$ cat config.mk
export PLATFORM = sky130hd
export DESIGN_NAME = instr_encoder_flat
export DESIGN_NICKNAME = d
export VERILOG_FILES = /design/src/rtl/instr_enc_pkg.sv /design/src/rtl/instr_encoder_if.sv /design/src/rtl/instr_encoder_pack.sv /design/src/rtl/instr_encoder.sv /design/src/flat_wrapper.sv
export SDC_FILE = /design/constraint.sdc
export NUM_CORES = 1
export LEC_CHECK = 0
export CAP_MARGIN = 20
export CELL_PAD_IN_SITES_DETAIL_PLACEMENT = 1
export CELL_PAD_IN_SITES_GLOBAL_PLACEMENT = 2
export CORE_MARGIN = 5
export CORE_UTILIZATION = 27
export CTS_BUF_LIST = sky130_fd_sc_hd__clkbuf_8
export DETAILED_ROUTE_END_ITERATION = 8
export HOLD_SLACK_MARGIN = 0.08
export PLACE_DENSITY_LB_ADDON = 0.1
export SETUP_SLACK_MARGIN = 0.1
export SYNTH_ARGS = -nofsm -noshare
export SYNTH_HDL_FRONTEND = slang
export SYNTH_SLANG_ARGS = --single-unit
$ cat constraint.sdc
create_clock -name clk -period 2.5 [get_ports clk]
set_input_delay 0.25 -clock clk [delete_from_list [all_inputs] [get_ports clk]]
set_output_delay 0.25 -clock clk [all_outputs]
set_load 0.1 [all_outputs]
$ cat src/rtl/instr_enc_pkg.sv
`default_nettype none
// +----------------------------------------------------------------------------+
// | Module   : instr_enc_pkg                                                   |
// | Brief    : Shared constants, types and helpers for the RV32I encoder.      |
// | Revision : 1.0                                                             |
// +----------------------------------------------------------------------------+
package instr_enc_pkg;

    localparam logic [2:0] c_fmt_r = 3'd0;
    localparam logic [2:0] c_fmt_i = 3'd1;
    localparam logic [2:0] c_fmt_s = 3'd2;
    localparam logic [2:0] c_fmt_b = 3'd3;
    localparam logic [2:0] c_fmt_u = 3'd4;
    localparam logic [2:0] c_fmt_j = 3'd5;

    localparam logic [6:0] c_opc_op     = 7'b0110011;
    localparam logic [6:0] c_opc_op_imm = 7'b0010011;
    localparam logic [6:0] c_opc_load   = 7'b0000011;
    localparam logic [6:0] c_opc_store  = 7'b0100011;
    localparam logic [6:0] c_opc_branch = 7'b1100011;
    localparam logic [6:0] c_opc_jal    = 7'b1101111;
    localparam logic [6:0] c_opc_jalr   = 7'b1100111;
    localparam logic [6:0] c_opc_lui    = 7'b0110111;
    localparam logic [6:0] c_opc_auipc  = 7'b0010111;

    localparam logic [31:0] c_nop_word = 32'h0000_0013;

    localparam logic [1:0] c_st_idle = 2'd0;
    localparam logic [1:0] c_st_run  = 2'd1;
    localparam logic [1:0] c_st_done = 2'd2;

    typedef struct packed {
        logic [2:0]  fmt;
        logic [6:0]  opcode;
        logic [2:0]  funct3;
        logic [6:0]  funct7;
        logic [4:0]  rd;
        logic [4:0]  rs1;
        logic [4:0]  rs2;
        logic [31:0] imm;
    } instr_desc_t;

    // True when v equals the sign extension of v[top:0].
    function automatic logic fits_signed(input logic [31:0] v, input int unsigned top);
        logic [31:0] s;
        s = v << (31 - top);
        s = $signed(s) >>> (31 - top);
        return s == v;
    endfunction

endpackage
`default_nettype wire

$ cat src/rtl/instr_encoder_if.sv
`default_nettype none
// +----------------------------------------------------------------------------+
// | Module   : instr_encoder_if                                                |
// | Brief    : Control, descriptor and memory-write bundle of the encoder.     |
// | Revision : 1.0                                                             |
// +----------------------------------------------------------------------------+
interface instr_encoder_if
    import instr_enc_pkg::*;
#(
    parameter int ADDR_WIDTH  = 32,
    parameter int COUNT_WIDTH = 16
);
    logic                   start;
    logic [ADDR_WIDTH-1:0]  base_addr;
    logic [COUNT_WIDTH-1:0] count;
    logic                   busy;
    logic                   done;
    logic                   err;

    logic                   in_valid;
    logic                   in_ready;
    logic [2:0]             in_fmt;
    logic [6:0]             in_opcode;
    logic [2:0]             in_funct3;
    logic [6:0]             in_funct7;
    logic [4:0]             in_rd;
    logic [4:0]             in_rs1;
    logic [4:0]             in_rs2;
    logic [31:0]            in_imm;

    logic                   mem_valid;
    logic                   mem_ready;
    logic [ADDR_WIDTH-1:0]  mem_addr;
    logic [31:0]            mem_wdata;

    modport master (
        output start, base_addr, count,
        output in_valid, in_fmt, in_opcode, in_funct3, in_funct7,
        output in_rd, in_rs1, in_rs2, in_imm,
        output mem_ready,
        input  busy, done, err, in_ready, mem_valid, mem_addr, mem_wdata
    );

    modport slave (
        input  start, base_addr, count,
        input  in_valid, in_fmt, in_opcode, in_funct3, in_funct7,
        input  in_rd, in_rs1, in_rs2, in_imm,
        input  mem_ready,
        output busy, done, err, in_ready, mem_valid, mem_addr, mem_wdata
    );
endinterface
`default_nettype wire

$ cat src/rtl/instr_encoder_pack.sv
`default_nettype none
// +----------------------------------------------------------------------------+
// | Module   : instr_pack                                                      |
// | Brief    : Combinational descriptor-to-RV32I word packer with range check. |
// | Revision : 1.0                                                             |
// +----------------------------------------------------------------------------+
module instr_pack
    import instr_enc_pkg::*;
(
    input  instr_desc_t i_desc,
    output logic [31:0] o_word,
    output logic        o_range_err
);

    logic [31:0] w_imm;
    assign w_imm = i_desc.imm;

    // Out-of-range immediates still produce a word built from the truncated fields.
    always_comb begin
        o_word      = c_nop_word;
        o_range_err = 1'b0;
        case (i_desc.fmt)
            c_fmt_r: begin
                o_word = {i_desc.funct7, i_desc.rs2, i_desc.rs1, i_desc.funct3,
                          i_desc.rd, i_desc.opcode};
            end
            c_fmt_i: begin
                o_word      = {w_imm[11:0], i_desc.rs1, i_desc.funct3, i_desc.rd, i_desc.opcode};
                o_range_err = !fits_signed(w_imm, 11);
            end
            c_fmt_s: begin
                o_word      = {w_imm[11:5], i_desc.rs2, i_desc.rs1, i_desc.funct3,
                               w_imm[4:0], i_desc.opcode};
                o_range_err = !fits_signed(w_imm, 11);
            end
            c_fmt_b: begin
                o_word      = {w_imm[12], w_imm[10:5], i_desc.rs2, i_desc.rs1, i_desc.funct3,
                               w_imm[4:1], w_imm[11], i_desc.opcode};
                o_range_err = !fits_signed(w_imm, 12) || w_imm[0];
            end
            c_fmt_u: begin
                o_word      = {w_imm[31:12], i_desc.rd, i_desc.opcode};
                o_range_err = (w_imm[11:0] != 12'd0);
            end
            c_fmt_j: begin
                o_word      = {w_imm[20], w_imm[10:1], w_imm[11], w_imm[19:12],
                               i_desc.rd, i_desc.opcode};
                o_range_err = !fits_signed(w_imm, 20) || w_imm[0];
            end
            default: begin
                o_word      = c_nop_word;
                o_range_err = 1'b1;
            end
        endcase
    end

endmodule
`default_nettype wire

$ cat src/rtl/instr_encoder.sv
`default_nettype none
// +----------------------------------------------------------------------------+
// | Module   : instr_encoder                                                   |
// | Brief    : Packs instruction descriptors and streams them to imem writes.  |
// | Revision : 1.0                                                             |
// +----------------------------------------------------------------------------+
module instr_encoder
    import instr_enc_pkg::*;
#(
    parameter int ADDR_WIDTH  = 32,
    parameter int COUNT_WIDTH = 16
) (
    input  wire logic      clk,
    input  wire logic      rst,
    instr_encoder_if.slave bus
);

    logic [1:0]             r_state;
    logic [ADDR_WIDTH-1:0]  r_cur_addr;
    logic [COUNT_WIDTH-1:0] r_remaining;
    logic                   r_err;
    logic                   r_mem_valid;
    logic [ADDR_WIDTH-1:0]  r_mem_addr;
    logic [31:0]            r_mem_wdata;

    instr_desc_t            w_desc;
    logic [31:0]            w_word;
    logic                   w_pack_err;
    logic                   w_out_free;
    logic                   w_in_ready;
    logic                   w_accept;

    assign w_desc = '{fmt:    bus.in_fmt,
                      opcode: bus.in_opcode,
                      funct3: bus.in_funct3,
                      funct7: bus.in_funct7,
                      rd:     bus.in_rd,
                      rs1:    bus.in_rs1,
                      rs2:    bus.in_rs2,
                      imm:    bus.in_imm};

    instr_pack u_pack (
        .i_desc      (w_desc),
        .o_word      (w_word),
        .o_range_err (w_pack_err)
    );

    // The output register can take a new word when empty or draining this cycle.
    assign w_out_free = !r_mem_valid || bus.mem_ready;
    assign w_in_ready = (r_state == c_st_run) && (r_remaining != '0) && w_out_free;
    assign w_accept   = bus.in_valid && w_in_ready;

    always_ff @(posedge clk) begin
        if (rst) begin
            r_state     <= c_st_idle;
            r_cur_addr  <= '0;
            r_remaining <= '0;
            r_err       <= 1'b0;
            r_mem_valid <= 1'b0;
            r_mem_addr  <= '0;
            r_mem_wdata <= '0;
        end else begin
            case (r_state)
                c_st_idle: begin
                    if (bus.start) begin
                        r_cur_addr  <= bus.base_addr;
                        r_remaining <= bus.count;
                        r_err       <= 1'b0;
                        r_state     <= (bus.count == '0) ? c_st_done : c_st_run;
                    end
                end
                c_st_run: begin
                    if (w_accept) begin
                        r_mem_valid <= 1'b1;
                        r_mem_addr  <= r_cur_addr;
                        r_mem_wdata <= w_word;
                        r_cur_addr  <= r_cur_addr + ADDR_WIDTH'(4);
                        r_remaining <= r_remaining - COUNT_WIDTH'(1);
                        if (w_pack_err) begin
                            r_err <= 1'b1;
                        end
                    end else if (w_out_free) begin
                        r_mem_valid <= 1'b0;
                    end
                    if ((r_remaining == '0) && w_out_free) begin
                        r_state <= c_st_done;
                    end
                end
                c_st_done: begin
                    r_state <= c_st_idle;
                end
                default: begin
                    r_state <= c_st_idle;
                end
            endcase
        end
    end

    assign bus.busy      = (r_state == c_st_run) || (r_state == c_st_done);
    assign bus.done      = (r_state == c_st_done);
    assign bus.err       = r_err;
    assign bus.in_ready  = w_in_ready;
    assign bus.mem_valid = r_mem_valid;
    assign bus.mem_addr  = r_mem_addr;
    assign bus.mem_wdata = r_mem_wdata;

endmodule
`default_nettype wire

$ cat src/flat_wrapper.sv
// flat-port wrapper written by rule: the top's interface ports become plain ports
module instr_encoder_flat import instr_enc_pkg::*;
#(
    parameter int ADDR_WIDTH  = 32,
    parameter int COUNT_WIDTH = 16
)
  (clk, rst, bus_start, bus_base_addr, bus_count, bus_in_valid, bus_in_fmt, bus_in_opcode, bus_in_funct3, bus_in_funct7, bus_in_rd, bus_in_rs1, bus_in_rs2, bus_in_imm, bus_mem_ready, bus_busy, bus_done, bus_err, bus_in_ready, bus_mem_valid, bus_mem_addr, bus_mem_wdata);
  instr_encoder_if #(.ADDR_WIDTH(ADDR_WIDTH), .COUNT_WIDTH(COUNT_WIDTH)) bus_i ();
  input  wire logic clk;
  input  wire logic rst;
  input wire logic [$bits(bus_i.start)-1:0] bus_start;
  input wire logic [$bits(bus_i.base_addr)-1:0] bus_base_addr;
  input wire logic [$bits(bus_i.count)-1:0] bus_count;
  input wire logic [$bits(bus_i.in_valid)-1:0] bus_in_valid;
  input wire logic [$bits(bus_i.in_fmt)-1:0] bus_in_fmt;
  input wire logic [$bits(bus_i.in_opcode)-1:0] bus_in_opcode;
  input wire logic [$bits(bus_i.in_funct3)-1:0] bus_in_funct3;
  input wire logic [$bits(bus_i.in_funct7)-1:0] bus_in_funct7;
  input wire logic [$bits(bus_i.in_rd)-1:0] bus_in_rd;
  input wire logic [$bits(bus_i.in_rs1)-1:0] bus_in_rs1;
  input wire logic [$bits(bus_i.in_rs2)-1:0] bus_in_rs2;
  input wire logic [$bits(bus_i.in_imm)-1:0] bus_in_imm;
  input wire logic [$bits(bus_i.mem_ready)-1:0] bus_mem_ready;
  output wire logic [$bits(bus_i.busy)-1:0] bus_busy;
  output wire logic [$bits(bus_i.done)-1:0] bus_done;
  output wire logic [$bits(bus_i.err)-1:0] bus_err;
  output wire logic [$bits(bus_i.in_ready)-1:0] bus_in_ready;
  output wire logic [$bits(bus_i.mem_valid)-1:0] bus_mem_valid;
  output wire logic [$bits(bus_i.mem_addr)-1:0] bus_mem_addr;
  output wire logic [$bits(bus_i.mem_wdata)-1:0] bus_mem_wdata;
  assign bus_i.start = bus_start;
  assign bus_i.base_addr = bus_base_addr;
  assign bus_i.count = bus_count;
  assign bus_i.in_valid = bus_in_valid;
  assign bus_i.in_fmt = bus_in_fmt;
  assign bus_i.in_opcode = bus_in_opcode;
  assign bus_i.in_funct3 = bus_in_funct3;
  assign bus_i.in_funct7 = bus_in_funct7;
  assign bus_i.in_rd = bus_in_rd;
  assign bus_i.in_rs1 = bus_in_rs1;
  assign bus_i.in_rs2 = bus_in_rs2;
  assign bus_i.in_imm = bus_in_imm;
  assign bus_i.mem_ready = bus_mem_ready;
  assign bus_busy = bus_i.busy;
  assign bus_done = bus_i.done;
  assign bus_err = bus_i.err;
  assign bus_in_ready = bus_i.in_ready;
  assign bus_mem_valid = bus_i.mem_valid;
  assign bus_mem_addr = bus_i.mem_addr;
  assign bus_mem_wdata = bus_i.mem_wdata;
  instr_encoder #(.ADDR_WIDTH(ADDR_WIDTH), .COUNT_WIDTH(COUNT_WIDTH)) u_core (.clk(clk), .rst(rst), .bus(bus_i));
endmodule
==> impl_results.md, run 1 <==
- Largest fanout of any net on the critical path: 32
- Static Leak: 3.312 nW
- Share of the synthesized area in the top cell type: 0.3725
- Clock H-tree levels: 4
- Clk Tree Root Cell: clkbuf_8
- Initial antenna violation count: 1
- Post-detailed-placement half-perimeter wirelength: 18.51 mm
- Final count of pins violating max slew: 0
- Post-Syn Nets: 939
- Worst Reg2Reg Path Length in Cells: 10
- Crit share post-route: 0.9134
- Worst Hold Slack: 0.2240 ns
- Share of layout cells above drive strength 1: 0.1790
- Total CTS buffers: 17
- Hold WC Path Type: in2reg
- Most area-hungry cell type in the Yosys netlist: dfxtp_1
- Post-route non-filler standard cell count: 1,313
- Final-layout fill cell count: 2,789
- Ys async rst share: 0
- Gr usage total: 0.1922
- Relative slew slack: 0.5980
- Terminating pin of the worst hold path: u_core.r_state[0]
- Clock period minus worst slack: 2.284 ns
- PD cells: 731.2 nW/um^2
- Worst-case clock buffer depth: 2
- F_max: 0.4379 GHz
- RSZ-0062 raised after global routing: true
- Number of buffers added to fix hold violations after cts: 0
- Most used DFF post-synth: dfxtp_1
- YS warnings: 0
- Tightest Pin Transition: 0.5975 ns
- Post-placement worst setup slack: 0.09815 ns
- Number of cells after detailed placement: 1,275
- Initial core utilization: 0.2745
- Distinct cell type count after synthesis: 69
- Worst VDD drop: 302.5 uV
- Clk_lat worst skew: 0.44 ns
- First-pass GRT wire length: 40.42 mm
- Endpoints failing setup: 0
- Number of I/O pins: 189
- Final std cell area, no fill: 8976 um^2
- Data arrival time of the critical path: 2.03 ns
- Critical path startpoint category: flip-flop
- Number of hold-slack violations in the final timing report: 0
- Final worst slack: 0.2165 ns
- Number of vias per cell: 5.244
- Summed instance area of the synthesized netlist: 6233 um^2
- Endpoint class of the critical path: output pin
- Placer's final routability congestion estimate: 0.8421
- Type of the worst setup path: reg2out
- Clock tree from TritonCTS: built
- Capture instance of the worst register-to-register path: u_core.r_cur_addr[14]
- Die Span Y: 161.9 um
- FF-to-FF setup slack: 0.31 ns
- Storage element area: 2322 um^2
- Cell types occupying the most area after synthesis: dfxtp_1 37%, a21oi_1 7.9%, nand2_1 7.5%
- Total number of vias: 6,886
- Post-synth EDFFs: 0
- Total number of placement rows: 55
- Quantity of I/O buffers inserted on ports: 188
- Synthesized area per cell: 7.658 um^2
- Clock net sink count: 116
- Clock-pin slew reported for the worst setup and hold paths after clock tree synthesis: 0.08 ns
- Startpoint of the lowest-slack register-to-register path: u_core.r_remaining[1]
- Total DRC errors in the routed layout: 0
- Total placed instance area: 8479 um^2
- Count of maximum capacitance violations: 0
- Placeable core region: 22,710 um^2
- Result of the run: finished clean
- Setup TNS: 0 ns
- Detailed-routing iteration count for the pre-antenna-repair pass: 4
- Gate Count Post-Synth: 814
- Most common cell after layout, fill and taps aside: nand2_1
- Cell depth of the worst hold path: 2
- Routed WL: 25.32 mm
- GRT Residual Overflow: 0
- Layout area overhead: 44.00%
- Routed WL per cell: 19.29 um
- Startpoint of the most critical hold path: rst
- Flop and latch count out of synthesis: 116
- Multi-input logic area: 3643 um^2
- Die area: 26,230 um^2
- Commonest non-fill, non-tap cells in the layout: 123 x nand2_1, 118 x clkdlybuf4s50_1, 118 x buf_4
- Maximum number of pins on one net before global-route repair: 67
- Initial DRC count: 280
- Antenna diode count: 0
- Layout Skew: 0.01708 ns
- NumNets Final: 1,140
- Die Width: 161.9 um
- Number of global-route vias before repair: 7,217
- Data required time at the worst endpoint: 2.25 ns
- DRT antenna net count: 0
- Proportion of synthesized chip area in sequential cells: 0.3725
## worst max path at each step
stage | start | to | slack (ns)
6_report | u_core.r_state[1] | bus_in_ready | 0.22
5_1_grt | u_core.r_state[1] | bus_in_ready | 0.06
2_1_floorplan | u_core.bus.mem_valid | u_core.r_cur_addr[23] | 0.1
3_5_place_dp | bus_in_imm[28] | u_core.bus.err | 0.1
4_1_cts | u_core.r_remaining[0] | bus_in_ready | 0.10
3_3_place_gp | bus_in_imm[28] | u_core.bus.err | 0.13
## metrics by stage
stage,power (mW),util
finish,6.563,0.3953
global route,6.957,0.3953
CTS,6.598,0.3916
detailed placement,4.690,0.3734
global placement,4.684,0.3734
floorplan,3.831,-
## state kept, by name (all words and copies together) (netlist names)
| register | flops |
|---|---|
| u_core.bus.err | 1 |
| u_core.bus.mem_valid | 1 |
| u_core.r_cur_addr | 32 |
| u_core.bus.mem_addr | 32 |
| u_core.bus.mem_wdata | 32 |
| u_core.r_remaining | 16 |
| u_core.r_state | 2 |
## cells in the mapped netlist (4+ instances only)
cell	n
nor3b_1	6
nand3_2	4
and2_1	4
nor3_1	43
a211oi_1	12
nor4_1	21
nor2_1	74
a21oi_1	99
a21o_1	4
buf_2	17
nand4_1	10
and3_1	12
o32ai_1	8
nand2_1	124
clkbuf_1	37
a22o_1	6
a221oi_1	19
nor2b_1	9
nand2b_1	10
o21ai_0	38
o22ai_1	8
ha_1	5
or3_1	4
dfxtp_1	116
a22oi_1	11
inv_1	12
nand3_1	18
mux2i_1	7
a31oi_1	7
## logic make-up after synthesis
kind of cell               count (synthesis)  synth area share
AOI/OAI and AO/OA                        250            0.2585
xor gates and xnor gates                   1          0.001405
adders and majority gates                  5           0.01004
buffers and inverters                     74           0.05339
DFF                                      116            0.3725
muxes                                      7           0.01124
and+or+nand+nor                          361            0.2929
## worst max-delay path, cell delays in order, from the launching register on
cell and delay, ns:
dfxtp_1 0.33, inv_1 0.10, ha_2 0.21, buf_8 0.22
inv_1 0.06, buf_4 0.19, nor3_4 0.25, buf_12 0.20
## what timing repair did
item | 4_1_cts | 5_1_grt
pin swaps | 1 | 6
setup endpoints to repair | 1 | 14
gates resized for setup | 1 | 7
buffers inserted | 1 | 5
## power by group
part	internal, mW	switching, mW	total, mW	leakage, nW
Clock	0.912	0.924	1.84	0.196
Sequential	2.04	0.213	2.26	0.945
Combinational	0.883	1.59	2.47	2.17
Total	3.84	2.72	6.56	3.31
## routing by layer
layer  vias up  global-route usage  share of wire
li1       3415                   -              -
met1      3291              0.2476           0.46
met2       166              0.3168           0.47
met3        12             0.06369          0.071
met4         2             0.03768         0.0074
met5         -                   0        0.00043
## cell type report
class / count / share of cell area
clock inverter: 15 / 0.01882
sequential: 116 / 0.2587
timing repair buffer: 243 / 0.2453
tap: 285 / 0.03973
clock buffer: 17 / 0.02607
inverter: 13 / 0.005436
multi-input combinational: 624 / 0.4059
No activity file was read; power rests on OpenSTA's default activity.
==> run 2: changes to the inputs <==
- TNS_END_PERCENT: default -> 30
==> run 2 against run 1 <==
Sequential power barely moved. Clock skew barely moved. Final cell count did not move. Via count fell by 0.52%. Sequential cell count did not move. Utilization barely moved. Combinational power barely moved. Global-route usage did not move. Design area barely moved. Register-to-register slack got worse by 0.09 ns. Hold slack improved by 0.0027 ns. Routed wire length barely moved.
==> impl_results.md, run 2 (synthesized netlist as in run 1, its figures left out) <==
- Total number of vias: 6,850
- Setup TNS: 0 ns
- Critical path startpoint category: flip-flop
- Clock tree from TritonCTS: built
- PD cells: 731.5 nW/um^2
- Layout Skew: 0.01666 ns
- Top cell by count, worst path: inv_1
- Total CTS buffers: 17
- Cell depth of the worst hold path: 2
- Placeable core region: 22,710 um^2
- GRT Residual Overflow: 0
- Total number of placement rows: 55
- Hold WC Path Type: in2reg
- Number of hold-slack violations in the final timing report: 0
- Detailed-routing iteration count for the pre-antenna-repair pass: 5
- Critical path, cell by cell: inv_1 -> ha_2 -> buf_8 -> inv_1 -> buf_4 -> nor3_4 -> buf_12
- Worst VDD drop: 302.4 uV
- Count of maximum capacitance violations: 0
- Routed WL per cell: 19.30 um
- Worst Reg2Reg Path Length in Cells: 9
- Gr usage total: 0.1922
- Clock net sink count: 116
- Die Span Y: 161.9 um
- Largest fanout of any net on the critical path: 32
- Initial DRC count: 267
- Critical Path Max Stage Delay: 0.33 ns
- Antenna diode count: 0
- Number of vias per cell: 5.217
- Worst-case clock buffer depth: 2
- Die area: 26,230 um^2
- Crit share post-route: 0.9112
- Data arrival time of the critical path: 2.03 ns
- Post-detailed-placement half-perimeter wirelength: 18.51 mm
- Endpoints failing setup: 0
- Family with the most delay on the worst path: buffers and inverters
- NumNets Final: 1,140
- Quantity of I/O buffers inserted on ports: 188
- F_max: 0.4390 GHz
- Share of layout cells above drive strength 1: 0.1790
- Data required time at the worst endpoint: 2.25 ns
- Die Width: 161.9 um
- Type of the worst setup path: reg2out
- Number of I/O pins: 189
- Initial core utilization: 0.2745
- Most common cell after layout, fill and taps aside: nand2_1
- Final count of pins violating max slew: 0
- Clk_lat worst skew: 0.44 ns
- Clk Tree Root Cell: clkbuf_8
- Relative slew slack: 0.5995
- Cell count along the critical path: 7
- Clock-pin slew reported for the worst setup and hold paths after clock tree synthesis: 0.08 ns
- Placer's final routability congestion estimate: 0.8421
- Clock H-tree levels: 4
- Static Leak: 3.315 nW
- Final-layout fill cell count: 2,791
- Initial antenna violation count: 1
- Result of the run: finished clean
- Maximum number of pins on one net before global-route repair: 67
- Clock period minus worst slack: 2.278 ns
- Endpoint class of the critical path: output pin
- DRT antenna net count: 0
- Commonest non-fill, non-tap cells in the layout: 123 x nand2_1, 118 x clkdlybuf4s50_1, 118 x buf_4
- Tightest Pin Transition: 0.5953 ns
- Multi-input logic area: 3637 um^2
- Slowest CP cell: dfxtp_1
- Combined buffer and inverter count along the critical path: 5
- Worst Hold Slack: 0.2267 ns
- Routed WL: 25.34 mm
- Storage element area: 2322 um^2
- Number of global-route vias before repair: 7,217
- Layout area overhead: 43.90%
- First-pass GRT wire length: 40.42 mm
- Total DRC errors in the routed layout: 0
- RSZ-0062 raised after global routing: true
-- run 2: repair_timing --
item	in CTS	in global routing
buffers inserted	1	5
hold buffers	0	0
resized for setup	1	6
pin swaps	1	5
setup endpoints to repair	1	14
-- run 2: where the power goes --
| group | internal [mW] | leakage (nW) | switching [mW] | total [mW] |
|---|---|---|---|---|
| registers | 2.04 | 0.945 | 0.213 | 2.26 |
| logic | 0.882 | 2.17 | 1.59 | 2.47 |
| clock network | 0.912 | 0.196 | 0.925 | 1.84 |
-- run 2: worst register-to-register path: cells and delay by family (launching register included) --
family / cells / cell delay [ns]
simple gates: 2 / 0.51
flops: 1 / 0.37
fa+ha+maj: 1 / 0.21
buf+inv: 3 / 0.51
compound gates: 3 / 0.58
-- run 2: area by class of cell --
type / instances / share of cell area
Tap cell: 285 / 0.03975
Multi-Input combinational cell: 624 / 0.4055
Sequential cell: 116 / 0.2589
Clock inverter: 15 / 0.01883
Timing Repair Buffer: 243 / 0.2455
Clock buffer: 17 / 0.02608
Inverter: 13 / 0.005440
-- run 2: metrics by stage --
step	power (mW)	utilization	instances	setup slack [ns]	area [um^2]
after global placement	4.684	0.3734	1275	0.1305	8479
after global routing	6.956	0.3950	1313	0.06342	8970
after CTS	6.598	0.3916	1308	0.1003	8894
after detailed placement	4.690	0.3734	1275	0.09815	8479
final	6.562	0.3950	1313	0.2221	8970
after floorplan	3.831	-	814	0.09778	6245
-- run 2: worst paths after layout --
check,from,end,slack (ns)
setup / recovery,u_core.r_state[1],bus_in_ready,0.22
hold / removal,rst,u_core.r_state[0],0.23
setup reg to reg,u_core.r_state[0],u_core.r_cur_addr[19],0.22
hold reg to reg,u_core.bus.mem_addr[18],u_core.bus.mem_addr[18],0.46
-- run 2: metal layers --
metal	global-route usage	vias up	routed length (um)
met5	0	-	11
met4	0.03768	2	170
met3	0.06369	10	1839
met2	0.3168	162	11930
met1	0.2476	3263	11390
li1	-	3413	-
==> run 3: changes to the inputs <==
- CAP_MARGIN: 20 -> 40
- CORE_MARGIN: 5 -> default
==> run 3 against run 2 <==
Global-route usage is 2.2 points higher. Register-to-register slack better by 0.02 ns. Sequential cell count did not move. Clock-buffer cell count unchanged. Design area barely moved. Clock power about the same.
==> impl_results.md, run 3 (synthesized netlist as in run 1, its figures left out) <==
- Initial antenna violation count: 0
- Number of vias per cell: 5.288
- Number of global-route vias before repair: 7,029
- Startpoint of the lowest-slack register-to-register path: u_core.r_state[0]
- Top cell by count, worst path: buf_4
- Critical path, cell by cell: inv_1 -> ha_1 -> nor2b_1 -> nor3_2 -> buf_4 -> a21oi_4 -> buf_4 -> or3_1 -> a21o_1 -> a21oi_1
- Total number of vias: 6,959
- GRT Residual Overflow: 0
- Data required time at the worst endpoint: 2.88 ns
- Routed WL: 25.02 mm
- Setup TNS: 0 ns
- Number of I/O pins: 189
- Total Power: 6.606 mW
- Worst Reg2Reg Path Length in Cells: 10
- Critical path startpoint category: flip-flop
- PD cells: 735.8 nW/um^2
- Capture instance of the worst register-to-register path: u_core.r_remaining[3]
- Clock H-tree levels: 4
- Total DRC errors in the routed layout: 0
- Tightest Pin Transition: 0.5734 ns
- Static Leak: 3.330 nW
- F_max: 0.4425 GHz
- Post-detailed-placement half-perimeter wirelength: 17.87 mm
- Clock-pin slew reported for the worst setup and hold paths after clock tree synthesis: 0.08 ns
- Total CTS buffers: 17
- Layout area overhead: 44.02%
- Worst VDD drop: 346.7 uV
- Largest fanout of any net on the critical path: 11
- Initial core utilization: 0.2753
- Endpoint class of the critical path: flip-flop
- Quantity of I/O buffers inserted on ports: 188
- Layout Skew: 0.02036 ns
- Comb pwr share: 0.378
- Die Width: 153.9 um
- Net Sw Frac: 0.4165
- Routed WL per cell: 19.01 um
- Clock net sink count: 116
- Result of the run: finished clean
- Commonest non-fill, non-tap cells in the layout: 123 x nand2_1, 120 x buf_4, 118 x clkdlybuf4s50_1
- Terminating pin of the worst hold path: u_core.r_remaining[5]
- Type of the worst setup path: reg2reg
- Clk network pwr share: 0.281
- Crit share post-route: 0.9040
- Die area: 23,700 um^2
- Clk_lat worst skew: 0.45 ns
- Slowest CP cell: dfxtp_1
- Hold WC Path Type: in2reg
- Share of layout cells above drive strength 1: 0.1823
- Data arrival time of the critical path: 2.64 ns
- Seq pwr share: 0.341
- Clock tree from TritonCTS: built
- Detailed-routing iteration count for the pre-antenna-repair pass: 5
- Family with the most delay on the worst path: simple AND/OR/NAND/NOR gates
- Placeable core region: 22,640 um^2
- Internal power of the cells: 3.855 mW
- FF-to-FF setup slack: 0.24 ns
- Endpoints failing setup: 0
- Count of maximum capacitance violations: 0
- Most common cell after layout, fill and taps aside: nand2_1
- Combined buffer and inverter count along the critical path: 3
- Clk Tree Root Cell: clkbuf_8
- Net switching component of the power: 2.751 mW
- Antenna diode count: 0
- Number of buffers added to fix hold violations after cts: 0
- Number of hold-slack violations in the final timing report: 0
- Maximum number of pins on one net before global-route repair: 55
- Cell depth of the worst hold path: 2
- First-pass GRT wire length: 39.68 mm
- Initial DRC count: 283
- Die Span Y: 153.9 um
- Total number of placement rows: 55
- Critical Path Max Stage Delay: 0.37 ns
- Placer's final routability congestion estimate: 0.8203
- Worst-case clock buffer depth: 2
- Startpoint of the most critical hold path: rst
- NumNets Final: 1,143
- Gr usage total: 0.2140
- DRT antenna net count: 0
- Relative slew slack: 0.6177
- Final count of pins violating max slew: 0
- RSZ-0062 raised after global routing: true
- Clock period minus worst slack: 2.260 ns
## run 3: changes by cell type in the layout (fill, tap and decap cells not counted), sizes merged
cell      before  now
clkinvlp       3    4
buf          125  128
clkinv         4    3
## run 3: timing repair
item | 4_1_cts | 5_1_grt
setup endpoints to repair | 0 | 16
buffers inserted | 0 | 3
endpoints found under the hold margin | 0 | 0
resized for setup | 0 | 3
## run 3: through the flow
step | util | worst slack [ns] | cell area [um^2] | hold WS, ns | instances
floorplan | - | 0.09778 | 6245 | 0.3860 | 814
global placement | 0.3767 | 0.05649 | 8529 | 0.4453 | 1280
detailed placement | 0.3772 | 0.04716 | 8541 | 0.4491 | 1281
CTS | 0.3950 | 0.1616 | 8944 | 0.2720 | 1313
global route | 0.3965 | 0.04469 | 8977 | 0.2849 | 1316
finish | 0.3965 | 0.2399 | 8977 | 0.2764 | 1316
## run 3: cell type report
cell class,instances,area (um^2)
tap,285,356.6
sequential,116,2322
multi-input combinational,624,3610
fill,2746,13660
inverter,13,52.55
clock inverter,15,168.9
clock buffer,17,234.0
timing repair buffer,246,2233
## run 3: power by group through the flow
stage                     clock network (mW)  registers [mW]  logic (mW)
after CTS                               1.92            2.25        2.50
after detailed placement                   0            2.29        2.49
final                                   1.85            2.25        2.50
after global routing                    2.02            2.29        2.69
after global placement                     0            2.30        2.47
after floorplan                            0            2.71        1.12
## run 3: worst max-delay path by stage
stage                                from                  endpoint  cells past startpoint
floorplan            u_core.bus.mem_valid     u_core.r_cur_addr[23]                      6
global placement    u_core.r_remaining[0]  u_core.bus.mem_wdata[10]                      9
detailed placement              bus_start     u_core.r_cur_addr[19]                      7
CTS                 u_core.r_remaining[0]              bus_in_ready                      8
global route            u_core.r_state[0]     u_core.r_cur_addr[18]                     10
finish                  u_core.r_state[0]     u_core.r_remaining[3]                     10
## run 3: metal layers
layer	up-vias	GRT usage	wire length [um]
li1	3418	-	-
met1	3358	0.2720	11430
met2	167	0.3569	11930
met3	16	0.05750	1428
met4	0	0.05333	224
met5	-	0	0
